### src/rtl/seq_gen_pkg.sv
// Shared types for the serial pattern generator that feeds the sequence detector.
// State encoding and the default pattern width live here.
package seq_gen_pkg;

   typedef enum logic [1:0] {
      IDLE  = 2'b00,
      SHIFT = 2'b01,
      DONE  = 2'b10
   } state_t;

   localparam int DEF_WIDTH = 8;

endpackage

### src/rtl/seq_gen_shreg.sv
// Shift register and bit counter for seq_gen_tx.
// msb is the bit to drive on w after this edge; last marks the final bit on w.
module seq_gen_shreg
   import seq_gen_pkg::*;
#(
   parameter int WIDTH = DEF_WIDTH
) (
   input  logic                       clk,
   input  logic                       rst,
   input  logic                       load,
   input  logic                       shift,
   input  logic [WIDTH-1:0]           data,
   input  logic [$clog2(WIDTH+1)-1:0] len,
   output logic                       msb,
   output logic                       last
);

   localparam int LW = $clog2(WIDTH+1);

   logic [WIDTH-1:0] sr;
   logic [WIDTH-1:0] aligned;
   logic [LW-1:0]    cnt;
   logic [LW-1:0]    len_c;

   always_comb begin
      len_c   = (len > LW'(WIDTH)) ? LW'(WIDTH) : len;
      aligned = data << (LW'(WIDTH) - len_c);
   end

   // sr holds only the bits still to come; the current bit already sits on w
   assign msb  = load ? aligned[WIDTH-1] : sr[WIDTH-1];
   assign last = (cnt == LW'(1));

   always_ff @(posedge clk or posedge rst) begin
      if (rst) begin
         sr  <= '0;
         cnt <= '0;
      end else if (load) begin
         sr  <= aligned << 1;
         cnt <= len_c;
      end else if (shift) begin
         sr  <= sr << 1;
         cnt <= cnt - LW'(1);
      end
   end

endmodule

### src/rtl/seq_gen_tx.sv
// Moore FSM that serialises a Len-bit pattern MSB-first onto w.
// Optional continuous looping is enabled by defining SEQ_GEN_TX_REPEAT_EN.
module seq_gen_tx
   import seq_gen_pkg::*;
#(
   parameter int WIDTH = DEF_WIDTH
) (
   input  logic                       Clock,
   input  logic                       Reset,
   input  logic                       Start,
   input  logic [WIDTH-1:0]           Pattern,
   input  logic [$clog2(WIDTH+1)-1:0] Len,
   input  logic                       Repeat,
   output logic                       w,
   output logic                       Busy,
   output logic                       Done
);

   localparam int LW = $clog2(WIDTH+1);

   state_t           state;
   logic             accept;
   logic             again;
   logic             load;
   logic             shift;
   logic             msb;
   logic             last;
   logic [WIDTH-1:0] sh_data;
   logic [LW-1:0]    sh_len;

   assign accept = (state == IDLE) && Start && (Len != '0);

`ifdef SEQ_GEN_TX_REPEAT_EN
   logic [WIDTH-1:0] pat_q;
   logic [LW-1:0]    len_q;

   always_ff @(posedge Clock or posedge Reset) begin
      if (Reset) begin
         pat_q <= '0;
         len_q <= '0;
      end else if (accept) begin
         pat_q <= Pattern;
         len_q <= Len;
      end
   end

   assign again   = (state == SHIFT) && last && Repeat;
   assign sh_data = (state == IDLE) ? Pattern : pat_q;
   assign sh_len  = (state == IDLE) ? Len : len_q;
`else
   logic unused_repeat;

   assign unused_repeat = Repeat;
   assign again         = 1'b0;
   assign sh_data       = Pattern;
   assign sh_len        = Len;
`endif

   assign load  = accept || again;
   assign shift = (state == SHIFT) && !again;

   seq_gen_shreg #(
      .WIDTH(WIDTH)
   ) u_shreg (
      .clk  (Clock),
      .rst  (Reset),
      .load (load),
      .shift(shift),
      .data (sh_data),
      .len  (sh_len),
      .msb  (msb),
      .last (last)
   );

   always_ff @(posedge Clock or posedge Reset) begin
      if (Reset) begin
         state <= IDLE;
         w     <= 1'b0;
         Busy  <= 1'b0;
         Done  <= 1'b0;
      end else begin
         unique case (state)
            IDLE: begin
               if (accept) begin
                  state <= SHIFT;
                  w     <= msb;
                  Busy  <= 1'b1;
               end
            end
            SHIFT: begin
               if (last && !again) begin
                  state <= DONE;
                  w     <= 1'b0;
                  Busy  <= 1'b0;
                  Done  <= 1'b1;
               end else begin
                  w <= msb;
               end
            end
            DONE: begin
               state <= IDLE;
               Done  <= 1'b0;
            end
            default: begin
               state <= IDLE;
               w     <= 1'b0;
               Busy  <= 1'b0;
               Done  <= 1'b0;
            end
         endcase
      end
   end

endmodule

### config.mk
export PLATFORM = sky130hd
export DESIGN_NAME = seq_gen_tx
export DESIGN_NICKNAME = d
export VERILOG_FILES = /design/src/rtl/seq_gen_pkg.sv /design/src/rtl/seq_gen_shreg.sv /design/src/rtl/seq_gen_tx.sv
export SDC_FILE = /design/constraint.sdc
export NUM_CORES = 1
export LEC_CHECK = 0
export BUFFER_PORTS_ARGS = -buffer_cell sky130_fd_sc_hd__buf_2
export CORE_ASPECT_RATIO = 1.1
export CORE_MARGIN = 3
export CORE_UTILIZATION = 35
export CTS_BUF_LIST = sky130_fd_sc_hd__clkbuf_16
export CTS_CLUSTER_SIZE = 12
export DETAILED_ROUTE_END_ITERATION = 12
export GPL_TIMING_DRIVEN = 0
export PLACE_DENSITY = 0.61
export SYNTH_ARGS = -nofsm -noshare
export SYNTH_HDL_FRONTEND = slang
export SYNTH_SLANG_ARGS = --single-unit
### constraint.sdc
create_clock -name Clock -period 2.3 [get_ports Clock]
set_input_delay 0.115 -clock Clock [delete_from_list [all_inputs] [get_ports Clock]]
set_output_delay 0.115 -clock Clock [all_outputs]
set_load 0.03 [all_outputs]
Yosys cells after proc, flatten, opt, wreduce, memory -nomap -nowiden
Cells that the tools add are included.
{"block": "word_totals", "register_bits": 17, "output_inout_bits": 3, "word_cells": 43}
{"block": "op_classes", "addsub": 2, "n_lt_le_gt_ge": 1, "eq_ne": 5, "shift": 1, "n_mux": 17, "n_bitwise": 2, "n_reduce_logical": 9}
{"cell": "$mux W8", "count": 2}
{"cell": "$mux W4", "count": 3}
{"cell": "$shl A8 B4 Y8", "count": 1}
{"cell": "$mux W1", "count": 6}
{"cell": "$pmux W1 S3", "count": 2}
{"cell": "$reduce_and A2 Y1", "count": 3}
{"cell": "$eq A4 B1 Y1 const B", "count": 1}
{"cell": "$gt A4 B4 Y1 const B", "count": 1}
{"cell": "$mux W2", "count": 2}
{"cell": "$ne A2 B1 Y1 const B", "count": 2}
{"cell": "$pmux W2 S2", "count": 1}
{"cell": "$reduce_bool A4 Y1", "count": 1}
{"cell": "$sub A4 B1 Y4 const B", "count": 1}
{"cell": "$sub A4 B4 Y4 const A", "count": 1}
{"cell": "$reduce_and A3 Y1", "count": 1}
{"cell": "$eq A2 B1 Y1 const B", "count": 1}
{"cell": "$eq A2 B2 Y1 const B", "count": 1}
{"cell": "$logic_and A1 B1 Y1", "count": 2}
{"cell": "$logic_not A2 Y1", "count": 1}
{"cell": "$not A1 Y1", "count": 2}
{"cell": "$pmux W1 S2", "count": 1}
{"cell": "$reduce_bool A2 Y1", "count": 1}

Depth between registers and ports, before layout
Gate-level depths: netlist (run 1).
{"block": "logic_depth", "depth_word": 7, "depth_mapped": 9, "depth_no_buf": 7}

Cells and area by module
Synthesis (run 1) repeated with hierarchy kept, for this count alone.
{"block": "hier_totals", "hier_cells": 119, "hier_area_um2": 1072.3}
{"mod": "seq_gen_shreg", "instances": 1, "cells_each": 99, "area_each_um2": 850.8, "seq_area_each_um2": 275.3}
{"mod": "seq_gen_tx", "instances": 1, "cells_each": 20, "area_each_um2": 221.5, "seq_area_each_um2": 125.1}

Least setup slack after synthesis (run 1)
Ideal clock, no wire load.
{"block": "synth_path", "path_type": "input-to-reg", "startpoint": "input Len[0]", "endpoint": "register w", "setup_ns": 0.065, "arrival_ns": 1.856, "required_time_ns": 2.235, "path_slack_ns": 0.380, "cell_stages": 8, "path_buffers": 1, "cell_sequence": "nor2b_2 -> buf_6 -> inv_1 -> ha_1 -> xor2_1 -> mux2_2 -> a2111oi_2 -> a211o_1"}
{"block": "synth_between", "elab_chain_cells": 7, "elab_cells_between_ends": 12}
{"item": "from (decl)", "line_no": "seq_gen_tx.sv:12", "source": "input logic [$clog2(WIDTH+1)-1:0] Len,"}
{"item": "$gt A4 B4 Y1", "line_no": "seq_gen_shreg.sv:26", "source": "len_c = (len > LW'(WIDTH)) ? LW'(WIDTH) : len;"}
{"item": "$mux W4", "line_no": "seq_gen_shreg.sv:26"}
{"item": "$sub A4 B4 Y4", "line_no": "seq_gen_shreg.sv:27", "source": "aligned = data << (LW'(WIDTH) - len_c);"}
{"item": "$shl A8 B4 Y8", "line_no": "seq_gen_shreg.sv:27"}
{"item": "$mux W1", "line_no": "seq_gen_shreg.sv:31", "source": "assign msb = load ? aligned[WIDTH-1] : sr[WIDTH-1];"}
{"item": "$mux W1, on equally long branches", "line_no": "seq_gen_tx.sv:91, seq_gen_tx.sv:84"}
{"item": "$pmux W1 S3", "line_no": "seq_gen_tx.sv:82", "source": "unique case (state)"}
{"item": "to (signal assigned)", "line_no": "seq_gen_tx.sv:86", "source": "w <= msb;"}
{"item": "to (signal assigned)", "line_no": "seq_gen_tx.sv:97", "source": "w <= msb;"}
{"item": "to (decl)", "line_no": "seq_gen_tx.sv:14", "source": "output logic w,"}
Several ways; a longest one is shown, not always the timed one. The select of a mux whose other input is x is not followed.
A chain may end at the register's enable or synchronous reset.

Worst setup path in the final report (run 1)
{"block": "layout_path", "startpoint": "input Len[3]", "endpoint": "register w"}
The elaborated chain is that of the path after synthesis.

==> results.cfg, run 1 <==
[layout]
utilization_pct = 45.4
n_antenna_cell = 0
fillers = 299
fin_area_um2 = 1300
areaGrowthSynthToFinish_pct = 19.9
drive_gt1_share_pct = 23.7
nets = 159

[run_status]
status = finished, final reports clean

[global_routing]
grt_pass1_vias = 977
antenna_found_initial = 0
grt_max_degree = 17
grt_overflow = 0
grt_first_pass_wirelength_mm = 4.46
grt_use_total_pct = 15.4

[clocking]
cts.repair.resized = 0
cts_sinks = 16
cts_max_level = 1
tritoncts = done
cts_max_path_buffers = 2
clkTransAtPathRegs_ps = 50
cts_setup_buffers = 0
clock_latency_ps = 250
hold_buffers = 1
clock-root-buffer = clkbuf_16
cts_buffers = 3

[logic_synthesis]
syn_inst = 117
ys_seq_elements = 16
synth-seq-area-share_pct = 37.0
netlist_area_um2 = 1080
synth_top_area_share_pct = 37.0
syn_nets = 136
synthTopCellsByArea = dfrtp_1 37%, mux2i_1 5.6%, nor2_1 5.6%, ha_1 3.5%, a21oi_1 2.8%
yosysWarnings = 0
ys_types = 42
avgSynthCellArea_um2 = 9.24
yosys.area.top_type = dfrtp_1

[flow_run]
drv_cap = 0

[floorplanning]
io_pins = 19
die_h_um = 64.3
die_w_um = 59.0
core_um2 = 2850
start_util_pct = 37.9
dieArea_um2 = 3790
num_rows = 20

[worst_setup_path]
required_ps = 2490
critical_path_class = input port to register
critPathLaunchType = input port
crit_path_end_kind = register
critPathArrivalTime_ps = 2240
crit_path_max_fanout = 10

[timing]
finalSetupViolations = 0
clock_skew_ps = 3.77
max_freq_ghz = 0.488
min_period_over_period_pct = 89.1
worstMarginPinSlew_ps = 589
period_minus_slack_ps = 2050
hold_violations = 0
maxSlewViolCount = 0
fin_ws_ps = 251
rsz0062_at_grt = no
relSlewSlack_pct = 60.7

[drt]
vias = 936
ant_nets = 0
wirelength_mm = 2.45
vias_per_cell = 5.44
drc_errors = 0
initialDrtViolationCount = 24
routedWlPerCell_um = 14.2
first_pass_iters = 4

[power]
p_leak_nw = 0.567
power_density_nw_per_um2 = 1180
irDropWorstVdd_v = 0.000575
finalPower_mw = 1.53

[placement]
place_area_um2 = 1210
port_buffers = 17
dp_slack_ps = -29.3
dp_hpwl_mm = 1.96
gp_congestion = 0.844

[worst_hold_path]
hp-class = input port to register
==> cell type report <==
| class | count | area [um2] | area share, % |
|---|---|---|---|
| Tap cell | 33 | 41.3 | 3.19 |
| Inverter | 5 | 18.8 | 1.45 |
| Buffer | 4 | 23.8 | 1.83 |
| Timing Repair Buffer | 18 | 95.1 | 7.34 |
| Multi-Input combinational cell | 92 | 638 | 49.2 |
| Clock inverter | 1 | 3.75 | 0.290 |
| Clock buffer | 3 | 75.1 | 5.79 |
| Sequential cell | 16 | 400 | 30.9 |
==> synth_stat cells <==
cell type   n
a2111oi_2   1
a2111oi_4   1
a211o_1     1
a211oi_1    1
a21oi_1     6
a221oi_1    2
a31oi_1     3
a32o_1      1
and2_1      2
and2_4      1
and3_1      1
buf_2       1
buf_6       1
clkbuf_1    2
dfrtp_1    16
ha_1        3
inv_1       5
mux2_1      1
mux2_2      1
mux2i_1     6
mux4_2      1
nand2_1     8
nand2b_1    2
nand3_1     4
nand3_2     1
nand3b_1    2
nor2_1     16
nor2_2      1
nor2b_1     2
nor2b_2     2
nor3_1      3
nor3b_1     2
o211ai_1    1
o21ai_0     5
o21ai_1     4
o221ai_1    1
o22ai_1     1
o31a_1      1
or3_1       1
or4_4       1
xnor2_2     1
xor2_1      1
==> placed cells by master (no fill, tap or decap), types with 3 or more instances in the layout <==
cell type	n
ha_1	3
dfrtp_1	16
mux2i_1	6
nand2_1	8
nand3_1	4
o21ai_1	4
buf_2	18
o21ai_0	5
clkbuf_16	3
nor3_1	3
a31oi_1	3
nor2_1	16
inv_1	5
a21oi_1	6
==> critical path, cell delays in order <==
cell	delay, ps
buf_2	140
nor2b_2	210
buf_6	170
inv_1	110
ha_1	270
xor2_1	270
mux2_2	380
a2111oi_2	420
a211o_1	150
==> through the flow <==
step                hold WS [ps]  cells  TNS, ps
floorplan                   28.7    117        0
global placement             215    167        0
detailed placement           222    167    -29.3
CTS                          176    172        0
global route                 202    172        0
finish                       165    172        0
==> power breakdown <==
part           internal (mW)  switching [mW]  leakage [nW]
registers              0.418          0.0891         0.194
clock network          0.231           0.110        0.0385
logic                  0.266           0.413         0.334
==> layer usage <==
layer,vias to the layer above,GRT usage (%),share of wire (%)
met1,438,19.9,46
met3,5,2.22,3.4
met5,-,0,0
met2,21,23.5,48
li1,472,-,-
met4,0,9.92,2.9
==> kinds of logic (layout without fill, tap and decap cells) <==
| group | Yosys count | count (layout) | share of synthesized area (%) |
|---|---|---|---|
| buf+inv | 9 | 31 | 3.94 |
| xor+xnor | 2 | 2 | 2.32 |
| compound gates | 29 | 29 | 19.6 |
| flops | 16 | 16 | 37.0 |
| simple gates | 49 | 49 | 24.0 |
| fa+ha+maj | 3 | 3 | 3.47 |
| mux | 9 | 9 | 9.72 |
==> final timing paths <==
kind,startpoint,end,slack [ps],cells after the start
max,Len[3],w,250,9
min,Pattern[0],u_shreg.sr[1],170,2
max reg2reg,state[0],u_shreg.sr[3],530,6
min reg2reg,Done,Done,500,2
max in group asynchronous,Reset,state[0],1440,3
min in group asynchronous,Reset,u_shreg.sr[3],470,3
==> state kept, by name (all words and copies together) (netlist names) <==
name	cells
w	1
u_shreg.sr	7
Done	1
u_shreg.cnt	4
state	2
Busy	1
(Power assumes the default switching activity.)
==> inputs of run 2 (changes only) <==
--- a/config.mk
+++ b/config.mk
@@ -14,6 +14,7 @@
 export DETAILED_ROUTE_END_ITERATION = 12
 export GPL_TIMING_DRIVEN = 0
 export PLACE_DENSITY = 0.61
+export RECOVER_POWER = 25
 export SYNTH_ARGS = -nofsm -noshare
 export SYNTH_HDL_FRONTEND = slang
 export SYNTH_SLANG_ARGS = --single-unit
==> results.cfg, run 2 (synthesis gave the netlist of run 1 again) <==
[run_status]
status = finished, final reports clean

[layout]
n_antenna_cell = 0
layout.cells.most_common_list = 16 x dfrtp_1, 16 x nor2_1, 15 x buf_2
top_register = u_shreg.sr
reg_top3 = u_shreg.sr x7, u_shreg.cnt x4, state x2
drive_gt1_share_pct = 21.6
nets = 159
largest_reg_flops = 7
fin_area_um2 = 1290
fin_cells = 172
areaGrowthSynthToFinish_pct = 19.6
utilization_pct = 45.3

[floorplanning]
die_h_um = 64.3
die_w_um = 59.0
io_pins = 19
start_util_pct = 37.9
dieArea_um2 = 3790
num_rows = 20
core_um2 = 2850

[drt]
ant_nets = 0
first_pass_iters = 4
routedWlPerCell_um = 14.3
drc_errors = 0
vias_per_cell = 5.44
initialDrtViolationCount = 24
wirelength_mm = 2.45
vias = 936

[timing]
hold_violations = 0
tns_ps = 0
worstMarginPinSlew_ps = 589
rsz0062_at_grt = no
relSlewSlack_pct = 60.7
max_freq_ghz = 0.488
min_period_over_period_pct = 89.1
period_minus_slack_ps = 2050
maxSlewViolCount = 0
finalSetupViolations = 0
clock_skew_ps = 3.77

[worst_setup_path]
critPathArrivalTime_ps = 2240
required_ps = 2490
r2r-start = state[0]
crit_path_end_kind = register
rrSetupSlack_ps = 530
timing.rr.end = u_shreg.sr[3]
worstSetupEndpoint = w
critPathLaunchType = input port
crit_start = Len[3]
critical_path_class = input port to register
reg2reg_depth = 6
crit_path_max_fanout = 10

[global_routing]
grt_first_pass_wirelength_mm = 4.46
grt_max_degree = 17
antenna_found_initial = 0
grt_use_total_pct = 15.4
grt_overflow = 0
grt_pass1_vias = 977

[placement]
dp.cells = 167
dp_hpwl_mm = 1.96
place_area_um2 = 1210
port_buffers = 17
gp_congestion = 0.844

[power]
p_leak_nw = 0.558
power_density_nw_per_um2 = 1180
finalPower_mw = 1.52
irDropWorstVdd_v = 0.000562

[clocking]
hold_buffers = 1
cts_buffers = 3
clkTransAtPathRegs_ps = 50
tritoncts = done
cts_setup_buffers = 0
clock-root-buffer = clkbuf_16
cts.repair.resized = 0
clock_latency_ps = 250
cts_max_level = 1
cts_max_path_buffers = 2
cts_sinks = 16

[flow_run]
drv_cap = 0

[worst_hold_path]
hp-class = input port to register
[run 2: worst min-delay path by stage]
stage	from	end	cells past startpoint
final	Pattern[0]	u_shreg.sr[1]	2
after global routing	Pattern[0]	u_shreg.sr[1]	2
after detailed placement	Reset	u_shreg.sr[3]	2
after global placement	Reset	u_shreg.sr[3]	2
after floorplan	Reset	Busy	1
after CTS	Pattern[0]	u_shreg.sr[1]	2
[run 2: metrics by stage]
step | hold WS (ps) | setup slack (ps)
6_report | 165 | 251
5_1_grt | 202 | 116
4_1_cts | 176 | 218
3_5_place_dp | 222 | -29.3
3_3_place_gp | 215 | 11.9
2_1_floorplan | 28.7 | 380
[run 2: layer usage]
metal	track usage (%)	wire length (um)	vias up
met1	19.9	1120	438
met5	0	0	-
met2	23.5	1170	21
li1	-	-	472
met4	9.92	72	0
met3	2.22	89	5
[run 2: report_power, final]
group          internal, mW  switching, mW  leakage, nW
registers             0.418         0.0901        0.194
logic                 0.259          0.413        0.325
clock network         0.231          0.110       0.0385
total                 0.908          0.613        0.558
[run 2: worst max-delay path, cell delays in order]
cell	delay, ps
buf_2	140
nor2b_2	210
buf_6	170
inv_1	110
ha_1	270
xor2_1	270
mux2_2	380
a2111oi_2	420
a211o_1	150
[run 2: layout make-up]
type / instances / area, um2
tap: 33 / 41.3
fill: 302 / 1560
buffer: 4 / 23.8
clock buffer: 3 / 75.1
multi-input combinational: 92 / 638
timing repair buffer: 18 / 91.3
sequential: 16 / 400
clock inverter: 1 / 3.75
inverter: 5 / 18.8
